[src/rtl/gate_and_nand_xor_unit.sv]
// gate_and_nand_xor_unit: registered bitwise AND/NAND/XOR of a,b (clk, rst, in_valid, a, b -> and_out, nand_out, xor_out, out_valid)
module gate_and_nand_xor_unit #(
  parameter int WIDTH = 1
) (
  input  logic             clk,
  input  logic             rst,
  input  logic             in_valid,
  input  logic [WIDTH-1:0] a,
  input  logic [WIDTH-1:0] b,
  output logic [WIDTH-1:0] and_out,
  output logic [WIDTH-1:0] nand_out,
  output logic [WIDTH-1:0] xor_out,
  output logic             out_valid
);
  logic [WIDTH-1:0] and_q, and_d, nand_q, nand_d, xor_q, xor_d;
  logic             valid_q, valid_d;
  always_comb begin
    and_d   = in_valid ? a & b    : and_q;
    nand_d  = in_valid ? ~(a & b) : nand_q;
    xor_d   = in_valid ? a ^ b    : xor_q;
    valid_d = in_valid;
  end
  always_ff @(posedge clk) begin
    if (rst) begin
      and_q   <= '0;
      nand_q  <= '1;
      xor_q   <= '0;
      valid_q <= 1'b0;
    end else begin
      and_q   <= and_d;
      nand_q  <= nand_d;
      xor_q   <= xor_d;
      valid_q <= valid_d;
    end
  end
  assign and_out   = and_q;
  assign nand_out  = nand_q;
  assign xor_out   = xor_q;
  assign out_valid = valid_q;
endmodule

[config.mk]
export PLATFORM = sky130hd
export DESIGN_NAME = gate_and_nand_xor_unit
export DESIGN_NICKNAME = d
export VERILOG_FILES = /design/src/rtl/gate_and_nand_xor_unit.sv
export SDC_FILE = /design/constraint.sdc
export NUM_CORES = 1
export LEC_CHECK = 0
export CORE_AREA = 2 2 39 41
export DETAILED_ROUTE_END_ITERATION = 10
export DIE_AREA = 0 0 41 43
export GPL_TIMING_DRIVEN = 1
export PLACE_DENSITY_LB_ADDON = 0.1
export SLEW_MARGIN = 10
export SYNTH_ARGS = -nofsm -noshare
export SYNTH_HDL_FRONTEND = slang
export SYNTH_SLANG_ARGS = --single-unit
[constraint.sdc]
create_clock -name clk -period 2.1 [get_ports clk]
set_input_delay 0.21 -clock clk [delete_from_list [all_inputs] [get_ports clk]]
set_output_delay 0.21 -clock clk [all_outputs]
set_load 0.01 [all_outputs]
=== After elaboration in Yosys (flattened, before gate mapping) ===
Cells that the tools add are included.

* Input port bits: 5
* Output and inout bits: 4
* Bits in registers: 4

* Bitwise gates (word level): 3

{| class="wikitable"
|+ Operator list
! cell !! number
|-
| bitwise AND 1 bit || 1
|-
| NOT 1 bit || 1
|-
| XOR 1 bit || 1
|}

=== Logic depth before layout (Yosys ltp) ===
* Depth in word-level cells: 2
* Mapped depth: 3
* Depth with buffers taken out: 3

=== Worst setup path after synthesis ===
No wires, ideal clock.

* Path type: register to register
* From: register nand_out (netlist name)
* To: register nand_q (netlist: nand_out)
* Data required time: 1.986 ns
* Period minus slack after synthesis: 0.790 ns
* Cell stages (with the launch flop): 3
* Data arrival time: 0.676 ns
* Path slack: 1.310 ns
* Cells stage by stage: dfxtp_1 or2_1 a21o_1

{| class="wikitable"
|+ RTL lines
! item !! line !! source
|-
| end signal, assigned || 31 || <nowiki>nand_q <= nand_d;</nowiki>
|-
| end, declared || 15 || <nowiki>logic [WIDTH-1:0] and_q, and_d, nand_q, nand_d, xor_q, xor_d;</nowiki>
|}

=== Worst setup path in the final report ===
* From: register and_q (netlist: and_out)
* To: output port and_out

{| class="wikitable"
|+ RTL lines
! item !! line !! source
|-
| start, declared || 15 ||
|-
| start signal, assigned || 30 || <nowiki>and_q <= and_d;</nowiki>
|-
| end, declared || 10 || <nowiki>output logic [WIDTH-1:0] and_out,</nowiki>
|}

No word-level cell between the ends.

==> results.json <==
{
  "cts_tree": "yes",
  "cpMaxStageDelayCell": "clkdlybuf4s50_1",
  "syn_nets": 21,
  "gr-total-overflow": 0,
  "portBuffers": 8,
  "start_kind": "register",
  "gr-usage-met1": 0.04459,
  "power_mw": 0.2046,
  "syn2layout_area_growth_pct": 78.40,
  "yosysMostFrequentCell": "dfxtp_1",
  "synthTopCellsByCount": "dfxtp_1 (4), ha_1 (2), mux2i_1 (2), nor2_1 (2)",
  "cap_violations": 0,
  "clkSinkCount": 4,
  "ys_warn_count": 0,
  "ys_seq_area_frac": 0.5120,
  "firstDrtPassIters": 3,
  "cts_root_buf": "clkbuf_4",
  "grt_usage": 0.05606,
  "synth_area_leaders": "dfxtp_1 (51%), ha_1 (16%), mux2i_1 (13%)",
  "hpwlAfterDp_um": 242.7,
  "r2r_cells": 2,
  "p_leak_nw": 0.1153,
  "synth_edf_count": 0,
  "grt_pass1_vias": 140,
  "num_rows": 14,
  "met2_usage": 0.06250,
  "clk_path_buf_depth": 2,
  "drtIter0Drc": 2,
  "worst-endpoint-arrival_ns": 1.10,
  "gp_congestion": 0.6405,
  "via_count": 127,
  "htree_levels": 1,
  "grt_util_met3": 0.09948,
  "crit_buf_inv": 1,
  "synth_area_per_cell_um2": 11.17,
  "cts_resized": 0,
  "rsz0062_at_grt": "no",
  "fin_area_um2": 279.0,
  "grt_pass1_wl_um": 538,
  "fmax_mhz": 763.3,
  "post-route-worst-setup-slack_ns": 0.7900,
  "cts_made_buffers": 3,
  "hold_viol_final": 0,
  "power.density_nw_per_um2": 733.4,
  "ir_drop_mv": 0.2668,
  "synth_largest_area_cell": "dfxtp_1",
  "synthesis.area_um2": 156.4,
  "hold_slack_ns": 0.5008,
  "die_h_um": 43,
  "post_cts_buffers": 0,
  "num-nets-final": 34,
  "synth.distinct_cells": 8,
  "async_flop_share": 0,
  "place_worst_setup_slack_ns": 0.8356,
  "path_depth": 1,
  "worstSetupEndpoint": "and_out",
  "status": "completed",
  "wl_per_cell_um": 7.902,
  "fin_tns_setup_ns": 0,
  "drc": 0,
  "ys_ff_latch": 4,
  "core_area_um2": 1384,
  "cp_cell_sequence": "clkdlybuf4s50_1",
  "worstSetupEndpointType": "output pin",
  "hold_path_class": "reg -> reg",
  "min_from": "xor_out$_SDFFE_PP0P_",
  "postSynthCellCount": 14,
  "path_class": "reg -> out",
  "yosys_most_used_dff": "dfxtp_1",
  "drive_gt1_frac": 0.1200,
  "regToRegSetupSlack_ns": 1.33,
  "dieWidth_um": 41,
  "path_clk_slew_ns": 0.03,
  "slew_headroom": 0.8730,
  "cp.required_ns": 1.89,
  "die_area_um2": 1763,
  "r2r_end": "nand_out$_SDFFE_PP1P_",
  "start_util": 0.1130,
  "fin_crit_sh": 0.6238,
  "slowest_delay_ns": 0.54,
  "final-max-slew-violation-count": 0,
  "grt_start_max_net_pins": 6,
  "critical-path-top-delay-family": "buffers and inverters",
  "antenna_found_initial": 0,
  "skew_ns": 0,
  "antenna-diode-count": 0,
  "place_area_um2": 256.5,
  "tightest_slew_ns": 0.1899,
  "ant_nets": 0,
  "timing.rr.start": "nand_out$_SDFFE_PP1P_",
  "insertion_delay_ns": 0.23,
  "cts_hold_buf": 0,
  "period_minus_slack_ns": 1.310,
  "viasPerCell": 3.098,
  "crit_fanout": 2,
  "drt_wl_total_um": 324,
  "pin_count": 9,
  "startpoint": "and_out$_SDFFE_PP0P_",
  "synth_top_area_frac": 0.5120,
  "grt_most_used_layer": "met3",
  "setup_violations": 0
}
-- cells in the final DEF (no fill, tap or decap) --
master	Yosys	routed
nor2b_1	1	1
nor2_1	2	2
mux2i_1	2	2
a21o_1	1	1
dfxtp_1	4	4
or2_1	1	1
clkdlybuf4s50_1	0	8
nand2_1	1	1
ha_1	2	2
clkbuf_4	0	3
-- state kept, by name, indices dropped and copies added, names as in the netlist --
register	count
and_out	1
out_valid	1
nand_out	1
xor_out	1
-- power breakdown --
part	switching, mW	total (mW)	internal [mW]
clock	0.0312	0.0951	0.0639
combinational	0.00984	0.0275	0.0176
sequential	0.00163	0.0821	0.0804
-- cells by family after synthesis --
kind of cell               Yosys count  share of synthesized area
muxes                                2                     0.1280
and+or+nand+nor                      5                     0.1520
adders and majority gates            2                     0.1600
DFF                                  4                     0.5120
AOI/OAI and AO/OA                    1                    0.04802
-- routing by layer --
layer | vias up | share of wire
met3 | 0 | 0.14
met4 | 0 | 0
met1 | 50 | 0.43
li1 | 70 | -
met2 | 7 | 0.43
met5 | - | 0
-- through the flow --
stage / instances / utilization
final: 41 / 0.2016
after global routing: 41 / 0.2016
after CTS: 41 / 0.2016
after floorplan: 14 / -
after detailed placement: 38 / 0.1854
after global placement: 38 / 0.1854
-- how the worst min path moves through the flow --
stage	to	slack, ns	cells past startpoint
3_5_place_dp	and_out$_SDFFE_PP0P_	0.48	2
6_report	xor_out$_SDFFE_PP0P_	0.50	2
5_1_grt	xor_out$_SDFFE_PP0P_	0.54	2
2_1_floorplan	out_valid$_SDFF_PP0_	0.28	1
3_3_place_gp	xor_out$_SDFFE_PP0P_	0.50	2
4_1_cts	xor_out$_SDFFE_PP0P_	0.50	2
-- cell type report --
cell class,instances,area (µm²)
Fill cell,154,1105
Sequential cell,4,80.08
Timing Repair Buffer,8,80.08
Multi-Input combinational cell,10,76.32
Clock buffer,3,22.52
Tap cell,16,20.02
Power figures use the tool's default switching activity.
